$ cat src/rtl/mem_dbus_ctrl_pkg.sv
// Shared types for the memory-stage data-bus controller: access size, FSM states,
// and packed request/response bundles.
package mem_dbus_ctrl_pkg;

  typedef enum logic [1:0] {MS_BYTE = 2'd0, MS_HALF = 2'd1, MS_WORD = 2'd2, MS_DWORD = 2'd3} msize_t;

  typedef enum logic [1:0] {IDLE = 2'd0, REQ = 2'd1, WAIT = 2'd2, DONE = 2'd3} state_t;

  typedef struct packed {
    logic [1:0]  size;
    logic [7:0]  strobe;
    logic [63:0] data;
  } dbus_req_t;

  typedef struct packed {
    logic        addrOk;
    logic        dataOk;
    logic [63:0] data;
  } dbus_resp_t;

  // Unshifted byte-enable pattern for an access of the given size.
  function automatic logic [7:0] sizeMask(msize_t s);
    unique case (s)
      MS_BYTE:  return 8'h01;
      MS_HALF:  return 8'h03;
      MS_WORD:  return 8'h0F;
      default:  return 8'hFF;
    endcase
  endfunction

endpackage

$ cat src/rtl/mem_dbus_ctrl_if.sv
// Data-bus request/response signals between the memory-stage controller and the bus.
interface mem_dbus_ctrl_if #(parameter int ADDR_W = 64);
  logic              dreq_valid;
  logic [ADDR_W-1:0] dreq_addr;
  logic [1:0]        dreq_size;
  logic [7:0]        dreq_strobe;
  logic [63:0]       dreq_data;
  logic              dresp_addr_ok;
  logic              dresp_data_ok;
  logic [63:0]       dresp_data;

  modport master (
    output dreq_valid, dreq_addr, dreq_size, dreq_strobe, dreq_data,
    input  dresp_addr_ok, dresp_data_ok, dresp_data
  );
  modport slave (
    input  dreq_valid, dreq_addr, dreq_size, dreq_strobe, dreq_data,
    output dresp_addr_ok, dresp_data_ok, dresp_data
  );
endinterface

$ cat src/rtl/mem_dbus_ctrl_align.sv
// Byte-lane alignment: store strobe/data shifting, load shift/extend, misalign detect.
module mem_align
  import mem_dbus_ctrl_pkg::*;
(
  input  logic        memOp,
  input  logic [2:0]  stOff,
  input  msize_t      stSize,
  input  logic [63:0] wdata,
  output logic [7:0]  strobe,
  output logic [63:0] sdata,
  output logic        misalign,
  input  logic [2:0]  ldOff,
  input  msize_t      ldSize,
  input  logic        ldSext,
  input  logic [63:0] raw,
  output logic [63:0] ldata
);
  logic [63:0] shifted;

  always_comb begin
    misalign = 1'b0;
    unique case (stSize)
      MS_BYTE:  misalign = 1'b0;
      MS_HALF:  misalign = stOff[0];
      MS_WORD:  misalign = |stOff[1:0];
      MS_DWORD: misalign = |stOff;
    endcase
    misalign = misalign & memOp;
    strobe   = sizeMask(stSize) << stOff;
    sdata    = wdata << {stOff, 3'b000};
  end

  // Load side works on the latched lane/size so the raw beat can arrive any cycle later.
  always_comb begin
    shifted = raw >> {ldOff, 3'b000};
    ldata   = shifted;
    unique case (ldSize)
      MS_BYTE:  ldata = {{56{ldSext & shifted[7]}},  shifted[7:0]};
      MS_HALF:  ldata = {{48{ldSext & shifted[15]}}, shifted[15:0]};
      MS_WORD:  ldata = {{32{ldSext & shifted[31]}}, shifted[31:0]};
      MS_DWORD: ldata = shifted;
    endcase
  end
endmodule

$ cat src/rtl/mem_dbus_ctrl.sv
// Memory-stage data-bus controller: issues one aligned load/store per instruction,
// stalls the pipe until the bus returns data, and presents the aligned load result.
module mem_dbus_ctrl
  import mem_dbus_ctrl_pkg::*;
#(
  parameter int ADDR_W = 64
) (
  input  logic              clk,
  input  logic              resetn,
  input  logic              req_valid,
  input  logic              is_load,
  input  logic              is_store,
  input  logic [ADDR_W-1:0] addr,
  input  logic [63:0]       wdata,
  input  logic [1:0]        msize,
  input  logic              sext,
  input  logic              advance,
  input  logic              flush,
  mem_dbus_ctrl_if.master   dbus,
  output logic              stall,
  output logic              done,
  output logic              misalign,
  output logic [63:0]       rdata
);
  state_t            state, stateNxt;
  logic              killQ, killNxt;
  dbus_req_t         reqQ;
  logic [ADDR_W-1:0] addrQ;
  logic              sextQ, loadQ;
  logic [63:0]       rdataQ;
  dbus_resp_t        resp;

  logic              memOp, misRaw, accept, capture;
  logic [7:0]        stb;
  logic [63:0]       sdata, ldata;

  assign memOp = req_valid & (is_load | is_store);
  assign resp  = '{addrOk: dbus.dresp_addr_ok, dataOk: dbus.dresp_data_ok, data: dbus.dresp_data};

  mem_align uAlign (
    .memOp    (memOp),
    .stOff    (addr[2:0]),
    .stSize   (msize_t'(msize)),
    .wdata    (wdata),
    .strobe   (stb),
    .sdata    (sdata),
    .misalign (misRaw),
    .ldOff    (addrQ[2:0]),
    .ldSize   (msize_t'(reqQ.size)),
    .ldSext   (sextQ),
    .raw      (resp.data),
    .ldata    (ldata)
  );

  always_ff @(posedge clk or negedge resetn) begin
    if (!resetn) begin
      state  <= IDLE;
      killQ  <= 1'b0;
      reqQ   <= '0;
      addrQ  <= '0;
      sextQ  <= 1'b0;
      loadQ  <= 1'b0;
      rdataQ <= '0;
    end else begin
      state <= stateNxt;
      killQ <= killNxt;
      if (accept) begin
        addrQ       <= addr;
        reqQ.size   <= msize;
        reqQ.strobe <= is_store ? stb : 8'h00;
        reqQ.data   <= is_store ? sdata : 64'h0;
        sextQ       <= sext;
        loadQ       <= is_load;
      end
      if (capture) rdataQ <= loadQ ? ldata : 64'h0;
    end
  end

  // A killed access still runs its bus handshake to completion, then skips DONE.
  always_comb begin
    stateNxt = state;
    killNxt  = killQ;
    accept   = 1'b0;
    capture  = 1'b0;
    stall    = 1'b0;
    done     = 1'b0;
    misalign = 1'b0;
    unique case (state)
      IDLE: begin
        killNxt  = 1'b0;
        misalign = misRaw;
        if (memOp && !misRaw && !flush) begin
          accept   = 1'b1;
          stall    = 1'b1;
          stateNxt = REQ;
        end
      end
      REQ: begin
        killNxt = killQ | flush;
        stall   = !(killQ | flush);
        if (resp.addrOk && resp.dataOk) begin
          capture  = !(killQ | flush);
          stateNxt = (killQ | flush) ? IDLE : DONE;
          killNxt  = 1'b0;
        end else if (resp.addrOk) begin
          stateNxt = WAIT;
        end
      end
      WAIT: begin
        killNxt = killQ | flush;
        stall   = !(killQ | flush);
        if (resp.dataOk) begin
          capture  = !(killQ | flush);
          stateNxt = (killQ | flush) ? IDLE : DONE;
          killNxt  = 1'b0;
        end
      end
      DONE: begin
        if (flush) stateNxt = IDLE;
        else begin
          done = 1'b1;
          if (advance) stateNxt = IDLE;
        end
      end
    endcase
  end

  assign dbus.dreq_valid  = (state == REQ);
  assign dbus.dreq_addr   = addrQ;
  assign dbus.dreq_size   = reqQ.size;
  assign dbus.dreq_strobe = reqQ.strobe;
  assign dbus.dreq_data   = reqQ.data;
  assign rdata            = rdataQ;
endmodule

$ cat src/flat_wrapper.sv
// flat-port wrapper written by rule: the top's interface ports become plain ports
module mem_dbus_ctrl_flat import mem_dbus_ctrl_pkg::*;
#(
  parameter int ADDR_W = 64
)
  (clk, resetn, req_valid, is_load, is_store, addr, wdata, msize, sext, advance, flush, stall, done, misalign, rdata, dbus_dreq_valid, dbus_dreq_addr, dbus_dreq_size, dbus_dreq_strobe, dbus_dreq_data, dbus_dresp_addr_ok, dbus_dresp_data_ok, dbus_dresp_data);
  mem_dbus_ctrl_if #(.ADDR_W(ADDR_W)) dbus_i ();
  input  logic clk;
  input  logic resetn;
  input  logic req_valid;
  input  logic is_load;
  input  logic is_store;
  input  logic [ADDR_W-1:0] addr;
  input  logic [63:0] wdata;
  input  logic [1:0] msize;
  input  logic sext;
  input  logic advance;
  input  logic flush;
  output logic stall;
  output logic done;
  output logic misalign;
  output logic [63:0] rdata;
  output wire logic [$bits(dbus_i.dreq_valid)-1:0] dbus_dreq_valid;
  output wire logic [$bits(dbus_i.dreq_addr)-1:0] dbus_dreq_addr;
  output wire logic [$bits(dbus_i.dreq_size)-1:0] dbus_dreq_size;
  output wire logic [$bits(dbus_i.dreq_strobe)-1:0] dbus_dreq_strobe;
  output wire logic [$bits(dbus_i.dreq_data)-1:0] dbus_dreq_data;
  input wire logic [$bits(dbus_i.dresp_addr_ok)-1:0] dbus_dresp_addr_ok;
  input wire logic [$bits(dbus_i.dresp_data_ok)-1:0] dbus_dresp_data_ok;
  input wire logic [$bits(dbus_i.dresp_data)-1:0] dbus_dresp_data;
  assign dbus_dreq_valid = dbus_i.dreq_valid;
  assign dbus_dreq_addr = dbus_i.dreq_addr;
  assign dbus_dreq_size = dbus_i.dreq_size;
  assign dbus_dreq_strobe = dbus_i.dreq_strobe;
  assign dbus_dreq_data = dbus_i.dreq_data;
  assign dbus_i.dresp_addr_ok = dbus_dresp_addr_ok;
  assign dbus_i.dresp_data_ok = dbus_dresp_data_ok;
  assign dbus_i.dresp_data = dbus_dresp_data;
  mem_dbus_ctrl #(.ADDR_W(ADDR_W)) u_core (.clk(clk), .resetn(resetn), .req_valid(req_valid), .is_load(is_load), .is_store(is_store), .addr(addr), .wdata(wdata), .msize(msize), .sext(sext), .advance(advance), .flush(flush), .dbus(dbus_i), .stall(stall), .done(done), .misalign(misalign), .rdata(rdata));
endmodule
$ cat config.mk
export PLATFORM = sky130hd
export DESIGN_NAME = mem_dbus_ctrl_flat
export DESIGN_NICKNAME = d
export VERILOG_FILES = /design/src/rtl/mem_dbus_ctrl_pkg.sv /design/src/rtl/mem_dbus_ctrl_if.sv /design/src/rtl/mem_dbus_ctrl_align.sv /design/src/rtl/mem_dbus_ctrl.sv /design/src/flat_wrapper.sv
export SDC_FILE = /design/constraint.sdc
export NUM_CORES = 1
export LEC_CHECK = 0
export CAP_MARGIN = 20
export CORE_ASPECT_RATIO = 0.75
export CORE_MARGIN = 4
export CORE_UTILIZATION = 45
export DETAILED_ROUTE_END_ITERATION = 6
export GPL_TIMING_DRIVEN = 1
export PLACE_DENSITY_LB_ADDON = 0.05
export SKIP_LAST_GASP = 1
export SLEW_MARGIN = 20
export SYNTH_ARGS = -nofsm -noshare
export SYNTH_HDL_FRONTEND = slang
export SYNTH_HIERARCHICAL = 1
export SYNTH_SLANG_ARGS = --single-unit
export TNS_END_PERCENT = 10
$ cat constraint.sdc
create_clock -name clk -period 3.6 [get_ports clk]
set_clock_uncertainty 0.05 [all_clocks]
set_input_delay 0.72 -clock clk [delete_from_list [all_inputs] [get_ports clk]]
set_output_delay 0.72 -clock clk [all_outputs]
set_load 0.02 [all_outputs]
== Yosys cells after proc, flatten, opt, wreduce, memory -nomap -nowiden ==
Index checks and enable logic that the tools add are counted.

* Muxes and demuxes: 26
* $lt $le $gt $ge: 0
* Div/mod/pow operators: 0
* Shift operators: 3
* Bitwise gates (word level): 7
* $mul: 0
* Reduce and logical (&&, ||, !) cells: 14
* $add $sub $neg: 0
* Equal/unequal tests: 13

{| class="wikitable"
|+ Operators with widths
! kind !! count
|-
| $pmux 64 s4 || 1
|-
| $mux 64 || 2
|-
| $shl 64x6->64 || 1
|-
| $shr 64x6->64 || 1
|-
| $pmux 8 s3 || 1
|-
| $mux 2 || 7
|-
| $eq 2x2->1 const B || 6
|-
| $mux 1 || 9
|-
| $mux 8 || 1
|-
| $pmux 2 s4 || 1
|-
| $shl 8x3->8 || 1
|-
| $eq 2x1->1 const B || 3
|-
| $logic_not 2->1 || 3
|-
| $and 1x1->1 || 5
|-
| $pmux 1 s2 || 2
|-
| $pmux 1 s4 || 1
|-
| $reduce_and 4->1 || 1
|-
| $reduce_or 2->1 || 2
|-
| $logic_and 1x1->1 || 3
|-
| $logic_not 1->1 || 3
|-
| $ne 3x1->1 const B || 1
|-
| $ne 3x3->1 const B || 1
|-
| $pmux 1 s3 || 1
|-
| $reduce_bool 3->1 || 1
|-
| 4 further kinds || 5
|}

* Flip-flop bits (word level): 207
* Memories: 0
* Bits in read-only memories: 0
* Word-level logic and storage cells: 72
* Latch bits: 0
* Input port bits: 204
* Output and inout port bits: 206
* RAM bits: 0

== Longest topological paths before layout ==
* Depth in word-level cells: 8
* Gate-level depth with buffers: 13

== Hierarchy ==
Netlist, hierarchy kept.

{| class="wikitable"
|+ By module, submodules not included
! module !! cells each !! area an instance (sq um) !! times used
|-
| mem_dbus_ctrl || 769 || 8199.1 || 1
|-
| mem_align || 523 || 4246.6 || 1
|}

== Least setup slack after synthesis ==
Ideal clock, no wire load.

* Path type: input to output
* Start: in addr[1]
* End: out stall
* Required time: 2.830 ns
* Slack: 0.226 ns
* Buffers on the path: 6
* Cell stages on the path: 12
* Arrival time: 2.604 ns
* Cell sequence: clkbuf_1 > buf_2 > buf_1 > a21o_1 > nand2_1 > a21boi_0 > nor2_1 > nand3_2 > buf_4 > buf_6 > buf_6 > a21oi_1

* Cells in the longest elaborated chain, start to end: 8
* Elaborated cells on any way between the ends: 9
* Those cells by class: 3 x mux; 1 x bitwise; 5 x reduce/logical

{| class="wikitable"
|+ RTL lines
! element !! RTL line !! text
|-
| from (decl) || flat_wrapper.sv:13 || <nowiki>input logic [ADDR_W-1:0] addr;</nowiki>
|-
| $reduce_or 3->1 or $reduce_or 2->1 (tied branches) || mem_dbus_ctrl_align.sv:26, mem_dbus_ctrl_align.sv:25 ||
|-
| $pmux 1 s4 * || mem_dbus_ctrl_align.sv:22 || <nowiki>unique case (stSize)</nowiki>
|-
| $and 1x1->1 * || mem_dbus_ctrl_align.sv:28 || <nowiki>misalign = misalign & memOp;</nowiki>
|-
| net u_core.misRaw || mem_dbus_ctrl.sv:33 || <nowiki>logic memOp, misRaw, accept, capture;</nowiki>
|-
| $logic_not 1->1 * || mem_dbus_ctrl.sv:92 || <nowiki>if (memOp && !misRaw && !flush) begin</nowiki>
|-
| $logic_and 1x1->1 * (2 in a row) || mem_dbus_ctrl.sv:92 ||
|-
| $mux 1 * || mem_dbus_ctrl.sv:92 ||
|-
| $pmux 1 s2 * || mem_dbus_ctrl.sv:88 || <nowiki>unique case (state)</nowiki>
|-
| to (decl) || flat_wrapper.sv:19 || <nowiki>output logic stall;</nowiki>
|}

Mark *: on every way through the listed nets, which the timed path passes. The rest lies on a longest branch.

== Worst setup path after layout ==
* Start: in is_load
* End: out stall

* Cells in the longest elaborated chain, start to end: 8

{| class="wikitable"
|+ RTL lines
! element !! RTL line !! text
|-
| from (decl) || flat_wrapper.sv:11 || <nowiki>input logic is_load;</nowiki>
|-
| $or 1x1->1 || mem_dbus_ctrl.sv:37 || <nowiki>assign memOp = req_valid & (is_load | is_store);</nowiki>
|-
| $and 1x1->1 || mem_dbus_ctrl.sv:37 ||
|-
| net u_core.memOp || mem_dbus_ctrl.sv:33 ||
|-
| $and 1x1->1 || mem_dbus_ctrl_align.sv:28 ||
|-
| net u_core.misRaw || mem_dbus_ctrl.sv:33 ||
|-
| $logic_not 1->1 || mem_dbus_ctrl.sv:92 ||
|-
| $logic_and 1x1->1 (2 in a row) || mem_dbus_ctrl.sv:92 ||
|-
| $mux 1 || mem_dbus_ctrl.sv:92 ||
|-
| $pmux 1 s2 || mem_dbus_ctrl.sv:88 ||
|}

The timed path passes the listed nets, and every way through them passes these cells.

==> results.cfg <==
[status]
status = complete, no violations

[routing]
drt_first_iter_violations = 1044
drtAntennaViolNets = 0
post-route-drc-count = 0
via_per_inst = 5.58
wirelength_mm = 43.7
via_count = 11200
routedWlPerCell_um = 21.8
dr.pass1.iters = 5

[critical_path]
cp_max_fo = 3
start_kind = input port
endpoint_kind = output pin
cpMaxStageDelayCell = clkdlybuf4s50_1
reg2reg_from = u_core/dbus.dreq_addr[1]
crit_arrival_ns = 2.61
required_ns = 2.83
critPathBufInv = 2
cp_slowest_stage_delay_ns = 0.63
cp_cell_sequence = clkdlybuf4s50_1 > o21a_4 > a21boi_0 > nor2_1 > nand3_4 > a21oi_1 > clkdlybuf4s50_1
reg2regPathDepth = 7
rrSetupSlack_ns = 0.88
path_common_cell = clkdlybuf4s50_1
worstSetupStartpoint = is_load
r2r-end = u_core/rdata[51]
crit_family = buffers and inverters
worstSetupPathType = in2out

[cts]
insertion_delay_ns = 0.51
root_buffer = clkbuf_16
max-clock-path-buffers = 3
htree_levels = 1
hold_buffers = 0
path_clk_slew_ns = 0.06
clkSinkCount = 207
numCtsBuffers = 23
cts_resized = 0
cts_setup_buffers = 0
cts_tree = done

[floorplanning]
row_count = 52
design.core.area_um2 = 27100
die_y_um = 152
die_x_um = 200
start_util_pct = 45.9
dieArea_um2 = 30400
ioPinCount = 410

[timing]
fmaxAchievable_ghz = 0.296
worstMarginPinSlew_ns = 1.04
period_needed_ns = 3.38
finalMaxSlewViolations = 0
period_share_pct = 94.0
hold_slack_ns = 0.180
slew_headroom_pct = 30.9
setup_tns_ns = 0
setup_viol_count_final = 0
hold_viol_final = 0
rsz0062_at_grt = no

[placement]
dpl.hpwl_mm = 32.5
dp_cells = 1964
dpl_cell_area_um2 = 16700
place.gp.congestion = 0.958
port-buffer-count = 409

[min_path]
hold_path_class = in2async

[yosys]
synth_nets = 1502
avgSynthCellArea_um2 = 9.63
yosysSeqAreaShare_pct = 41.6
synth_area_um2 = 12400
synth_ff_type = dfrtp_1
synthCells = 1292
ys_ff_latch = 207
ys_warn_count = 6
synth_edf_count = 0
async_reset_ff_share_pct = 100
synth.distinct_cells = 51

[layout]
fillCellCount = 2333
final_cells = 2007
utilization_pct = 64.1
area_growth_pct = 39.8
fin_nets = 1848
stdcell_area_um2 = 17400
drive_gt1_share_pct = 11.6

[global_routing]
grt_antenna_before_repair = 5
grt_pass1_wl_mm = 66.4
grt_max_degree = 213
first_global_vias = 10800
grt_overflow = 0
grtUsageTotal_pct = 27.6

[power_and_ir_drop]
ir_drop_mv = 0.496
leakagePower_nw = 7.19
powerDensity_nw_per_um2 = 777

[run]
maxCapViolations = 0
## logic make-up after synthesis
logic type | after synthesis | share of synthesized area (%)
AO/OA/AOI/OAI | 263 | 12.4
adder cells (fa/ha/maj) | 6 | 0.603
buffers and inverters | 130 | 5.49
flip-flops | 207 | 41.6
multiplexers | 217 | 22.6
AND/OR/NAND/NOR | 469 | 17.2
## flip-flops by register name, indices dropped and copies added, names as in the netlist
| signal | count |
|---|---|
| u_core/loadQ | 1 |
| u_core/killQ | 1 |
| u_core/dbus.dreq_data | 64 |
| u_core/sextQ | 1 |
| u_core/rdata | 64 |
| u_core/dbus.dreq_addr | 64 |
| u_core/dbus.dreq_strobe | 8 |
| u_core/state | 2 |
| u_core/dbus.dreq_size | 2 |
## Yosys cell counts (29+ instances only)
library cell  number  area (um^2)
buf_2             39          195
mux2i_1           71          711
nor2_1            48          180
o21ai_1           96          480
mux2_2            35          394
dfrtp_1          207         5180
mux2_1            70          788
nand2_1          331         1240
clkbuf_1          44          165
a21oi_1           29          145
o21ai_0           61          305
mux4_2            41          923
## how the worst max path moves through the flow
stage,endpoint,slack [ns],cells past startpoint
2_1_floorplan,stall,0.23,12
3_3_place_gp,stall,0.24,7
3_5_place_dp,stall,0.23,7
4_1_cts,stall,0.21,7
5_1_grt,stall,0.11,8
6_report,stall,0.22,7
## power breakdown
part	total (W)	switching (W)	internal [W]
Combinational	0.00721	0.00383	0.00338
Clock	0.00230	0.000983	0.00132
Sequential	0.00400	0.000769	0.00324
Total	0.0135	0.00559	0.00794
## per-stage QoR
stage / setup WS [ns] / total power [W]
final: 0.217 / 0.0135
after CTS: 0.207 / 0.0136
after global placement: 0.236 / 0.0111
after floorplan: 0.226 / 0.00807
after detailed placement: 0.226 / 0.0112
after global routing: 0.111 / 0.0143
## cell type report
cell class	instances	area [um^2]	area share, %
Timing Repair Buffer	440	4390	25.2
Clock buffer	31	636	3.65
Sequential cell	207	5190	29.8
Tap cell	351	439	2.52
Clock inverter	11	98.8	0.568
Antenna cell	1	2.50	0.0144
Inverter	11	41.3	0.237
Multi-Input combinational cell	955	6610	38.0
## metal layers
layer  up-vias  part of all wire (%)  global-route usage, %
met5         -                  0.11                      0
met4         8                   1.9                   5.56
met3        55                    12                   10.4
met2       533                    43                   39.9
met1      5366                    43                   40.0
li1       5247                     -                      -
## cells in the final DEF, fill, tap and decap left out, drive strengths merged, types with 2 or more instances in the layout
master,instances
mux2,105
nand4,26
a21oi,29
buf,35
nor3,2
a211oi,2
and2,22
inv,12
clkinv,6
o211ai,5
and2b,2
clkinvlp,3
nor2,49
nand2b,3
dfrtp,207
o2111ai,18
o22ai,16
mux2i,71
nand3,12
clkdlybuf4s50,404
ha,6
clkbuf,32
a21o,2
mux4,41
or2,4
o21ai,165
o2bb2ai,9
nor2b,13
nand2,331
a22oi,8
Note: power is estimated with default switching activity, not from simulation.
